<file path="src/rtl/cs_y_collector.sv">
// Collects CS Y results after window warm-up into a tagged valid/ready FIFO, with flush/clear handshake.
// Optional running max/min statistics are enabled by defining CS_Y_STATS_EN.
module cs_y_collector #(
  parameter int DEPTH  = 4,
  parameter int WARMUP = 8
) (
  input  logic       clk,
  input  logic       reset,
  input  logic       in_en,
  input  logic [9:0] y_in,
  input  logic       flush,
  output logic [9:0] out_data,
  output logic [7:0] out_seq,
  output logic       out_valid,
  input  logic       out_ready,
  output logic       overflow,
  output logic       cs_clr,
  output logic [9:0] y_max,
  output logic [9:0] y_min
);

  localparam int AW = $clog2(DEPTH);
  localparam int WW = $clog2(WARMUP + 2);
  localparam logic [AW:0]   FULL_CNT = (AW+1)'(DEPTH);
  localparam logic [AW:0]   ONE_CNT  = (AW+1)'(1);
  localparam logic [WW-1:0] WARM_N   = WW'(WARMUP);
  localparam logic [WW-1:0] ONE_W    = WW'(1);

  localparam logic [1:0] IDLE  = 2'd0;
  localparam logic [1:0] FILL  = 2'd1;
  localparam logic [1:0] RUN   = 2'd2;
  localparam logic [1:0] DRAIN = 2'd3;

  typedef struct packed {
    logic [9:0] y;
    logic [7:0] seq;
  } entry_t;

  entry_t          mem [DEPTH];
  entry_t          head;
  logic [AW-1:0]   wptr, rptr;
  logic [AW:0]     count;
  logic [1:0]      state, state_nx;
  logic [WW-1:0]   wcnt, wcnt_nx;
  logic [7:0]      seq;
  logic            accepted, push_req, push_ok, pop, full, drain_done;

  assign accepted   = in_en && (state != DRAIN);
  assign full       = (count == FULL_CNT);
  assign out_valid  = (count != '0);
  assign pop        = out_valid && out_ready;
  assign push_ok    = push_req && (!full || pop);
  // A pop that takes the last entry counts as empty, so DRAIN exits in the same cycle.
  assign drain_done = (state == DRAIN) && (!out_valid || (count == ONE_CNT && pop));

  assign head     = mem[rptr];
  assign out_data = out_valid ? head.y   : '0;
  assign out_seq  = out_valid ? head.seq : '0;

  // NOTE: every output of this always_comb gets a default first, so no latch is inferred.
  always_comb begin
    state_nx = state;
    wcnt_nx  = wcnt;
    push_req = 1'b0;
    case (state)
      IDLE: begin
        if (accepted) begin
          if (WARMUP == 0) begin
            push_req = 1'b1;
            state_nx = RUN;
          end else begin
            wcnt_nx  = ONE_W;
            state_nx = (WARMUP > 1) ? FILL : RUN;
          end
        end
      end
      FILL: begin
        if (accepted && (wcnt < WARM_N)) wcnt_nx = wcnt + 1'b1;
        if (wcnt_nx == WARM_N) state_nx = RUN;
        if (flush) state_nx = DRAIN;
      end
      RUN: begin
        push_req = accepted;
        if (flush) state_nx = DRAIN;
      end
      default: begin
        if (drain_done) begin
          state_nx = IDLE;
          wcnt_nx  = '0;
        end
      end
    endcase
  end

  // NOTE: sequential state uses non-blocking assignments only.
  always_ff @(posedge clk) begin
    if (reset) begin
      state    <= IDLE;
      wcnt     <= '0;
      seq      <= '0;
      wptr     <= '0;
      rptr     <= '0;
      count    <= '0;
      overflow <= 1'b0;
      cs_clr   <= 1'b0;
    end else begin
      state  <= state_nx;
      wcnt   <= wcnt_nx;
      cs_clr <= drain_done;
      if (push_req && full && !pop) overflow <= 1'b1;
      if (push_ok) wptr <= wptr + 1'b1;
      if (pop)     rptr <= rptr + 1'b1;
      case ({push_ok, pop})
        2'b10:   count <= count + 1'b1;
        2'b01:   count <= count - 1'b1;
        default: count <= count;
      endcase
      if (drain_done)   seq <= '0;
      else if (push_ok) seq <= seq + 1'b1;
    end
  end

  // NOTE: storage is not reset; out_data/out_seq are masked by out_valid instead.
  always_ff @(posedge clk) begin
    if (push_ok) mem[wptr] <= '{y: y_in, seq: seq};
  end

`ifdef CS_Y_STATS_EN
  always_ff @(posedge clk) begin
    if (reset || drain_done) begin
      y_max <= '0;
      y_min <= '1;
    end else if (push_ok) begin
      if (y_in > y_max) y_max <= y_in;
      if (y_in < y_min) y_min <= y_in;
    end
  end
`else
  assign y_max = '0;
  assign y_min = '1;
`endif

endmodule

</file>
<file path="config.mk">
export PLATFORM = sky130hd
export DESIGN_NAME = cs_y_collector
export DESIGN_NICKNAME = d
export VERILOG_FILES = /design/src/rtl/cs_y_collector.sv
export SDC_FILE = /design/constraint.sdc
export NUM_CORES = 1
export LEC_CHECK = 0
export ABC_AREA = 1
export CORE_UTILIZATION = 50
export CTS_CLUSTER_DIAMETER = 50
export DETAILED_ROUTE_END_ITERATION = 8
export HOLD_SLACK_MARGIN = 0.06
export MAX_ROUTING_LAYER = met4
export PLACE_DENSITY = 0.77
export SLEW_MARGIN = 25
export SYNTH_ARGS = -nofsm -noshare
export SYNTH_HDL_FRONTEND = slang
export SYNTH_SLANG_ARGS = --single-unit
</file>
<file path="constraint.sdc">
create_clock -name clk -period 2.29 [get_ports clk]
set_clock_uncertainty 0.1 [all_clocks]
set_input_delay 0.458 -clock clk [delete_from_list [all_inputs] [get_ports clk]]
set_output_delay 0.458 -clock clk [all_outputs]
set_load 0.05 [all_outputs]
</file>
==> results.md, run 1 <==
* Via/cell ratio at 5.26
* Die Wd at 95.6 µm
* Initial antenna violation count at 0
* Maximum vdd drop at 0.000681 V
* Largest net degree at the start of global routing at 37
* Unique masters post-synth at 33
* Syn Std Cell Area at 0.00438 mm²
* Multi-input logic area at 0.00148 mm²
* # setup viols final at 0
* Worst hold path class: register to register
* DRT iter0 DRCs at 150
* Fill cells at 678
* DP Area at 0.00482 mm²
* Pleak at 1.96 nW
* Placer Congestion at 0.819
* Min-delay src: rptr[0]$_SDFFE_PP0P_
* Boundary pin count at 56
* CTS tree: built
* CTS Buffer Depth at 2
* Fin cells at 585
* Die area at 0.00914 mm²
* Layout cells sized above 1 at 17.7%
* Max-slew headroom at 66.2%
* Layout Nets at 505
* Final Hold Fails at 0
* Max frequency at 0.460 GHz
* Area Growth Syn to Fin at 17.0%
* Insertion delay to the later sink of the worst-skew pair at 0.35 ns
* Total power per unit cell area at 1250 mW/mm²
* WP data required at 1.73 ns
* Antenna diodes at 0
* Final instance area at 0.00512 mm²
* Crit Path Category: register to output pin
* Worst hold path depth at 1
* Final period util at 95.0%
* First-pass iteration count of the detailed router at 5
* Crit path capture type: output pin
* R2r endpoint: count[1]$_SDFFE_PP0P_
* R2R depth at 11
* Max FO, Critical Path at 11
* Final TNS setup at 0 ns
* #FFs+latches synth at 97
* Residual DRC count at 0
* Core area at 0.00834 mm²
* Clock slew at reported path FFs at 0.09 ns
* Final min period at 2.18 ns
* Port Buffers at 35
* Die height at 95.6 µm
* Reg-to-reg critical path startpoint: count[0]$_SDFFE_PP0P_
* Antenna-violating nets left at 0
* Mean post-synth cell area at 10.1 µm²
* First-pass GRT wire length at 13000 µm
* Slew @ Worst Pin at 0.506 ns
* Root buffer cell: clkbuf_8
* Row count at 33
* Via count at 3076
* EDFF count, synth at 72
* Warnings, synthesis at 0
* Total GRT Usage at 20.1%
* Seq/Total Area, Yosys at 60.8%
* WL/cell at 14.9 µm
* Placed Cells incl. Taps at 565
* Status: finished, final reports clean
* Drt total wl at 8730 µm
* CP startpoint kind: register
* Clk sinks at 97
* Max Slew Vio Count at 0
* Starting density of the core at 52.5%
* Ys async rst share at 0%
* Synth Instances at 432
* Total congestion overflow at 0
* Main synth FF type: edfxtp_1
* Number of buffers created by CTS at 9
* Worst EP arrival at 1.62 ns
* Max Cap Viol at 0
* Vias in the first global route at 2877
* Register area at 0.00267 mm²
* FF-to-FF setup slack at 0.42 ns
* Cts hold-fix bufs at 0
* Post-DP HPWL at 5320 µm
* CTS H-Tree Depth at 3
[cell usage in the layout (no fill, tap or decap), types with 3 or more instances in the layout]
master            n
nor2_1           90
a21oi_1          27
clkbuf_8          9
nand3_1          13
dfxtp_1          22
nor2_2            6
inv_2             6
conb_1           20
edfxtp_1         72
buf_12            6
nand2_1          32
inv_1            31
buf_4            19
clkdlybuf4s50_1  16
buf_6             5
nor2_4            3
o21ai_0          43
a21oi_2           8
o21ai_1           6
ha_1             14
[Yosys cell counts, types with 4 or more instances]
cell | n | area [µm²]
nand3_1 | 13 | 65.1
buf_2 | 9 | 45.0
o21ai_0 | 43 | 215
a21oi_1 | 34 | 170
inv_1 | 34 | 128
inv_2 | 4 | 15.0
nand2_1 | 32 | 120
buf_4 | 20 | 150
ha_1 | 15 | 188
nor2_1 | 95 | 357
o21ai_1 | 6 | 30.0
dfxtp_1 | 25 | 500
clkbuf_1 | 5 | 18.8
edfxtp_1 | 72 | 2160
[cell type report]
type	count	area share, %
flip-flops and latches	97	52.1
multi-input cells	280	28.9
clock buffers	11	2.56
repair buffers	48	10.3
clock inverters	5	0.635
well taps	105	2.56
inverters	39	2.95
[cell families (layout without fill, tap and decap cells)]
logic type,Yosys count,after routing,share of synthesized area [%]
adder cells (fa/ha/maj),15,15,4.28
other,2,20,0.171
buffers and inverters,73,103,8.28
AO/OA/AOI/OAI,87,87,10.3
XOR/XNOR,3,3,0.600
AND/OR/NAND/NOR,155,155,15.6
flip-flops,97,97,60.8
[worst max-delay path, cell delays in order (launching register included)]
cell and delay, ns:
dfxtp_2 0.34, inv_2 0.08, ha_4 0.14, inv_2 0.05, nor2_4 0.21, buf_12 0.18
a21oi_1 0.05, buf_4 0.19
[metrics by stage]
step / util (%) / setup slack (ns) / hold WS, ns / total power, mW
finish: 61.4 / 0.115 / 0.368 / 6.42
global route: 61.4 / -0.00667 / 0.398 / 6.77
CTS: 60.0 / 0.00875 / 0.371 / 6.07
detailed placement: 57.8 / 0.107 / 0.365 / 5.09
global placement: 57.8 / 0.180 / 0.356 / 5.03
floorplan: - / -0.127 / 0.344 / 4.27
[metal layers]
layer  part of all wire, %  global-route usage [%]  vias to the layer above
li1                      -                       -                     1492
met1                    42                    22.0                     1460
met2                    51                    34.2                      108
met3                   5.1                    4.78                       16
met4                   1.8                    10.1                        0
met5                     0                       -                        -
[report_power, final]
part	internal [mW]	leakage (nW)	switching (mW)
clock	0.393	0.0832	0.560
sequential	2.04	0.864	0.132
combinational	1.10	1.01	2.20
total	3.53	1.96	2.89
[how the worst max path moves through the flow]
stage | start | endpoint | slack (ns) | cells after the start
finish | count[1]$_SDFFE_PP0P_ | out_data[1] | 0.11 | 7
CTS | count[1]$_SDFFE_PP0P_ | out_seq[0] | 0.009 | 7
floorplan | count[0]$_SDFFE_PP0P_ | out_data[7] | -0.13 | 7
global route | register | out_seq[0] | -0.007 | 6
detailed placement | in_en | seq[6]$_SDFFE_PP0P_ | 0.11 | 10
global placement | out_ready | seq[6]$_SDFFE_PP0P_ | 0.18 | 10
[what timing repair did]
action                                  CTS  global route
cloned                                    0             3
setup buffers                             0             1
resized for setup                         7            16
endpoints found under the setup margin   14            19
pin swaps                                 0             2
[flip-flops by register name, indices dropped and copies added, names as in the netlist, named ones only]
signal    count
mem          72
seq           8
wcnt          4
count         3
rptr          2
state         2
wptr          2
cs_clr        1
overflow      1
No activity file was read; power rests on OpenSTA's default activity.
==> run 2, diff against run 1 <==
CORE_UTILIZATION = 59   (was 50)
PLACE_DENSITY = 0.85   (was 0.77)
clock period = 2.6 ns   (was 2.29 ns; I/O delays follow)
==> run 2 against run 1 <==
Via count is 2.9% lower. Global-route usage up 3.0 points. Design area down 3.9%. Clock power shrank 9.6%. Non-clock buffer count decreased by 4. Sequential cell count unchanged. Die area down 15%. Critical path depth shrank 1. Combinational power is 26% lower. Critical path type unchanged. Critical endpoint is now out_seq[5].
==> results.md, run 2 (synthesis results as in run 1) <==
* Drt total wl at 8050 µm (was 8730 µm)
* P_int at 2.86 mW (was 3.53 mW)
* Total power per unit cell area at 1060 mW/mm² (was 1250 mW/mm²)
* Register area at 0.00266 mm² (was 0.00267 mm²)
* Final Total Pwr at 5.22 mW (was 6.42 mW)
* Fill cells at 531 (was 678)
* CTS H-Tree Depth at 3 (unchanged)
* Post-CTS resize count at 1 (was 7)
* Multi-input logic area at 0.00142 mm² (was 0.00148 mm²)
* Largest net degree at the start of global routing at 37 (unchanged)
* Final min period at 2.49 ns
* Placer Congestion at 0.866 (was 0.819)
* Core area at 0.00721 mm² (was 0.00834 mm²)
* Crit path capture type: output pin (unchanged)
* Via/cell ratio at 5.20 (was 5.26)
* CP startpoint kind: register (unchanged)
* Comb power frac at 47.0% (was 51.3%)
* Sequential share of power at 36.5% (was 33.8%)
* Antenna-violating nets left at 0 (unchanged)
* Starting density of the core at 60.7% (was 52.5%)
* Number of buffers created by CTS at 9 (unchanged)
* Reg-to-reg critical path startpoint: count[0]$_SDFFE_PP0P_ (unchanged)
* Max Cap Viol at 0 (unchanged)
* Area Growth Syn to Fin at 12.5% (was 17.0%)
* R2r endpoint: count[1]$_SDFFE_PP0P_ (unchanged)
* Max Slew Vio Count at 0 (unchanged)
* Total congestion overflow at 0 (unchanged)
* CTS tree: built (unchanged)
* Row count at 31 (was 33)
* Largest registers: mem: 72 flops, seq: 8 flops, wcnt: 4 flops (unchanged)
* Setup ws final at 0.113 ns (was 0.115 ns)
* Max FO, Critical Path at 20 (was 11)
* First-pass iteration count of the detailed router at 7 (was 5)
* Vias in the first global route at 2887 (was 2877)
* FF-to-FF setup slack at 0.69 ns (was 0.42 ns)
* Switch Pwr at 2.37 mW (was 2.89 mW)
* Via count at 2988 (was 3076)
* Antenna diodes at 0 (unchanged)
* Final period util at 95.7%
* Worst hold path class: register to register (unchanged)
* Residual DRC count at 0 (unchanged)
* Die Wd at 88.2 µm (was 95.6 µm)
* Pre-CTS WS at 0.355 ns (was 0.107 ns)
* Switching Fraction at 45.3% (was 45.0%)
* Largest Register: mem (unchanged)
* Cts hold-fix bufs at 0 (unchanged)
* Commonest non-fill, non-tap cell in the layout: nor2_1 (unchanged)
* Max-slew headroom at 66.3% (was 66.2%)
* WL/cell at 14.0 µm (was 14.9 µm)
* Die height at 88.2 µm (was 95.6 µm)
* Root buffer cell: clkbuf_8 (unchanged)
* # setup viols final at 0 (unchanged)
* Clock slew at reported path FFs at 0.08 ns (was 0.09 ns)
* Boundary pin count at 56 (unchanged)
* Slew @ Worst Pin at 0.505 ns (was 0.506 ns)
* Post-CTS setup buffer count at 0 (unchanged)
* WP data required at 1.98 ns (was 1.73 ns)
* Layout cells sized above 1 at 13.0% (was 17.7%)
* Post-DP HPWL at 5350 µm (was 5320 µm)
* Max FFs per register at 72 (unchanged)
* Pleak at 1.91 nW (was 1.96 nW)
* Total GRT Usage at 23.1% (was 20.1%)
* Crit Path Category: register to output pin (unchanged)
* Commonest cells after routing, fill and taps aside: nor2_1, edfxtp_1, o21ai_0, inv_1, a21oi_1 (was nor2_1, edfxtp_1, o21ai_0, nand2_1, inv_1)
* Max frequency at 0.402 GHz
* Final Hold Fails at 0 (unchanged)
* CTS Buffer Depth at 2 (unchanged)
* R2R depth at 10 (was 11)
* Status: finished, final reports clean (unchanged)
* Worst hold path depth at 1 (unchanged)
* Clock power share at 16.5% (was 14.8%)
* RSZ-0062 raised after global routing: no
* First-pass GRT wire length at 13000 µm (about the same)
* Min-delay src: rptr[0]$_SDFFE_PP0P_ (unchanged)
* Initial antenna violation count at 0 (unchanged)
* Insertion delay to the later sink of the worst-skew pair at 0.34 ns (was 0.35 ns)
* DRT iter0 DRCs at 135 (was 150)
* Die area at 0.00777 mm² (was 0.00914 mm²)
* Final TNS setup at 0 ns (unchanged)
* Maximum vdd drop at 0.000761 V (was 0.000681 V)
* Layout Nets at 501 (was 505)
* Port Buffers at 35 (unchanged)
* Clk sinks at 97 (unchanged)
* Worst Hold End: rptr[0]$_SDFFE_PP0P_
* Worst EP arrival at 1.87 ns (was 1.62 ns)
## run 2: power by group through the flow
| stage | combinational, mW | clock [mW] | sequential [mW] |
|---|---|---|---|
| 2_1_floorplan | 1.86 | 0 | 1.90 |
| 3_3_place_gp | 2.38 | 0 | 1.93 |
| 3_5_place_dp | 2.45 | 0 | 1.94 |
| 4_1_cts | 2.46 | 0.879 | 1.91 |
| 5_1_grt | 2.68 | 0.941 | 1.92 |
| 6_report | 2.45 | 0.862 | 1.91 |
## run 2: layout make-up
cell class,instances,share of cell area (%)
Clock buffer,11,2.87
Clock inverter,5,0.610
Inverter,39,3.02
Multi-Input combinational cell,280,28.9
Sequential cell,97,54.1
Tap cell,99,2.51
Timing Repair Buffer,44,8.03
## run 2: worst max-delay path by stage
stage	from	to	slack, ns	cells after the start
floorplan	count[0]$_SDFFE_PP0P_	out_data[7]	0.12	7
global placement	in_en	mem[0][16]$_DFFE_PP_	0.40	6
detailed placement	in_en	mem[2][15]$_DFFE_PP_	0.36	6
CTS	register	out_seq[5]	0.12	6
global route	register	out_seq[6]	0.003	6
finish	register	out_seq[5]	0.11	6
## run 2: metrics by stage
| step | std cells | hold WS [ns] | utilization, % | instance area, µm² |
|---|---|---|---|---|
| final | 575 | 0.408 | 68.3 | 4930 |
| after global routing | 575 | 0.418 | 68.3 | 4930 |
| after CTS | 575 | 0.406 | 68.3 | 4930 |
| after detailed placement | 559 | 0.384 | 65.9 | 4750 |
| after global placement | 559 | 0.353 | 65.9 | 4750 |
| after floorplan | 450 | 0.344 | - | 4450 |
## run 2: per-layer routing
| layer | share of wire [%] | track usage [%] |
|---|---|---|
| met1 | 41 | 26.1 |
| met2 | 53 | 40.6 |
| met3 | 4.6 | 5.66 |
| met4 | 1.3 | 6.60 |
| met5 | 0 | - |
## run 2: worst max-delay path: stages, from the launching register on
cell and delay, ns:
dfxtp_2 0.47, buf_4 0.29, nor2_1 0.09, nor2_1 0.12
o21ai_0 0.11, a21oi_1 0.21, buf_4 0.23
==> run 3, diff against run 2 <==
==> constraint.sdc (replaced) <==
create_clock -name clk -period 2.6 [get_ports clk]
set_clock_uncertainty 0.1 [all_clocks]
set_input_delay 0.26 -clock clk [delete_from_list [all_inputs] [get_ports clk]]
set_output_delay 0.26 -clock clk [all_outputs]
set_load 0.05 [all_outputs]
==> run 3 against run 2 <==
Non-clock buffer count is 2 lower. Sequential cell count stayed put. Core utilization is 0.43 points lower. Sequential power hardly changed. Cell count is 0.35% lower. Fmax is 5.8% higher. Via count is 2.4% lower. First-iteration DRC count is 5.9% lower. Clock-buffer cell count is 2 lower. Combinational power hardly changed. Register-to-register slack better by 0.03 ns. Critical path type unchanged.
==> results.md, run 3 (synthesis results as in run 1) <==
* RSZ-0062 raised after global routing: no (unchanged)
* Post-DP HPWL at 5130 µm (was 5350 µm)
* Max Slew Vio Count at 0 (unchanged)
* CTS tree: built (unchanged)
* Root buffer cell: clkbuf_8 (unchanged)
* Via/cell ratio at 5.09 (was 5.20)
* Row count at 31 (unchanged)
* Final period util at 90.4% (was 95.7%)
* Pleak at 1.90 nW (was 1.91 nW)
* Post-CTS setup buffer count at 0 (unchanged)
* CTS Buffer Depth at 2 (unchanged)
* Maximum vdd drop at 0.000821 V (was 0.000761 V)
* Met1 Usage GRT at 26.7% (was 26.1%)
* Worst hold path class: register to register (unchanged)
* Worst EP arrival at 1.99 ns (was 1.87 ns)
* CTS H-Tree Depth at 3 (unchanged)
* Number of buffers created by CTS at 9 (unchanged)
* Die Wd at 88.2 µm (unchanged)
* Crit Path Category: register to output pin (unchanged)
* Final instance area at 0.00489 mm² (was 0.00493 mm²)
* Total GRT Usage at 22.1% (was 23.1%)
* Post-CTS resize count at 0 (was 1)
* Placer Congestion at 0.908 (was 0.866)
* GR peak layer: met2 (unchanged)
* CP startpoint kind: register (unchanged)
* Max frequency at 0.425 GHz (was 0.402 GHz)
* Hold WS at 0.392 ns (was 0.408 ns)
* Core area at 0.00721 mm² (unchanged)
* Drt total wl at 7680 µm (was 8050 µm)
* First-pass iteration count of the detailed router at 4 (was 7)
* First-pass GRT wire length at 12400 µm (was 13000 µm)
* Max FFs per register at 72 (unchanged)
* Largest Register: mem (unchanged)
* Port Buffers at 35 (unchanged)
* Max Cap Viol at 0 (unchanged)
* Boundary pin count at 56 (unchanged)
* Crit-path leading delay family: flip-flops (was buffers and inverters)
* Antenna-violating nets left at 0 (unchanged)
* Vias in the first global route at 2645 (was 2887)
* Die height at 88.2 µm (unchanged)
* Cts hold-fix bufs at 0 (unchanged)
* Insertion delay to the later sink of the worst-skew pair at 0.36 ns (was 0.34 ns)
* Worst path cell trace: inv_2 > o21ai_0 > a21oi_1 > buf_4 (was buf_4 > nor2_1 > nor2_1 > o21ai_0 > a21oi_1 > buf_4)
* Commonest cells after routing, fill and taps aside: nor2_1, edfxtp_1, o21ai_0, inv_1, a21oi_1 (unchanged)
* Largest registers: mem: 72 flops, seq: 8 flops, wcnt: 4 flops (unchanged)
* WL/cell at 13.4 µm (was 14.0 µm)
* Via count at 2916 (was 2988)
* Slew @ Worst Pin at 0.502 ns (was 0.505 ns)
* Clock slew at reported path FFs at 0.09 ns (was 0.08 ns)
* Commonest non-fill, non-tap cell in the layout: nor2_1 (unchanged)
* Crit path capture type: output pin (unchanged)
* Max FO, Critical Path at 36 (was 20)
* Slowest CP cell: dfxtp_1 (was dfxtp_2)
* Residual DRC count at 0 (unchanged)
* WP buf/inv at 2 (unchanged)
* DRT iter0 DRCs at 127 (was 135)
* Layout cells sized above 1 at 13.1% (was 13.0%)
* Final min period at 2.35 ns (was 2.49 ns)
* Status: finished, final reports clean (unchanged)
* Die area at 0.00777 mm² (unchanged)
* Met2 usage at 37.3% (was 40.6%)
* Largest net degree at the start of global routing at 37 (unchanged)
* Total power per unit cell area at 1060 mW/mm² (about the same)
* Clk sinks at 97 (unchanged)
* Max-slew headroom at 66.5% (was 66.3%)
* # setup viols final at 0 (unchanged)
* Total congestion overflow at 0 (unchanged)
* Layout Nets at 499 (was 501)
* GR Util met3 at 3.11% (was 5.66%)
* DP Area at 0.00473 mm² (was 0.00475 mm²)
* WP data required at 2.24 ns (was 1.98 ns)
* Area Growth Syn to Fin at 11.7% (was 12.5%)
* Starting density of the core at 60.7% (unchanged)
* Final Hold Fails at 0 (unchanged)
* Initial antenna violation count at 0 (unchanged)
* Crit-path max cell delay at 0.64 ns (was 0.47 ns)
* Final TNS setup at 0 ns (unchanged)
* Antenna diodes at 0 (unchanged)
## run 3: cell type report
class	count	area (µm²)
Sequential cell	97	2660
Fill cell	558	2320
Multi-Input combinational cell	280	1420
Timing Repair Buffer	42	368
Inverter	39	149
Clock buffer	9	124
Tap cell	99	124
Clock inverter	7	45.0
## run 3: worst register-to-register path: stages, from the launching register on
cell,delay (ns)
dfxtp_1,0.40
inv_1,0.08
ha_1,0.21
inv_1,0.07
nor2_1,0.04
buf_4,0.22
nor2_2,0.23
nand2_1,0.12
nand2_1,0.13
o21ai_0,0.08
a21oi_1,0.13
## run 3: metal layers
metal / share of wire, % / up-vias
met5: 0 / -
met2: 53 / 70
li1: - / 1481
met1: 42 / 1355
met4: 1.5 / 0
met3: 4.1 / 10
## run 3: path summary, 6_finish.rpt
kind / startpoint / endpoint / slack (ns) / cells after the start
max reg2reg: count[0]$_SDFFE_PP0P_ / count[0]$_SDFFE_PP0P_ / 0.72 / 10
min: overflow$_SDFFE_PP0P_ / overflow$_SDFFE_PP0P_ / 0.39 / 2
min reg2reg: overflow$_SDFFE_PP0P_ / overflow$_SDFFE_PP0P_ / 0.39 / 2
max: register / out_seq[5] / 0.25 / 4
## run 3: through the flow
step | power (mW) | std cells | setup slack [ns] | utilization, %
3_3_place_gp | 4.31 | 557 | 0.649 | 65.5
6_report | 5.19 | 573 | 0.249 | 67.8
4_1_cts | 5.21 | 573 | 0.231 | 67.8
2_1_floorplan | 3.76 | 450 | 0.285 | -
5_1_grt | 5.51 | 573 | 0.0528 | 67.8
3_5_place_dp | 4.39 | 557 | 0.606 | 65.5
## run 3: power breakdown
group,leakage (nW),internal (mW),switching (mW)
clock network,0.0891,0.345,0.500
registers,0.862,1.79,0.116
logic,0.950,0.696,1.74
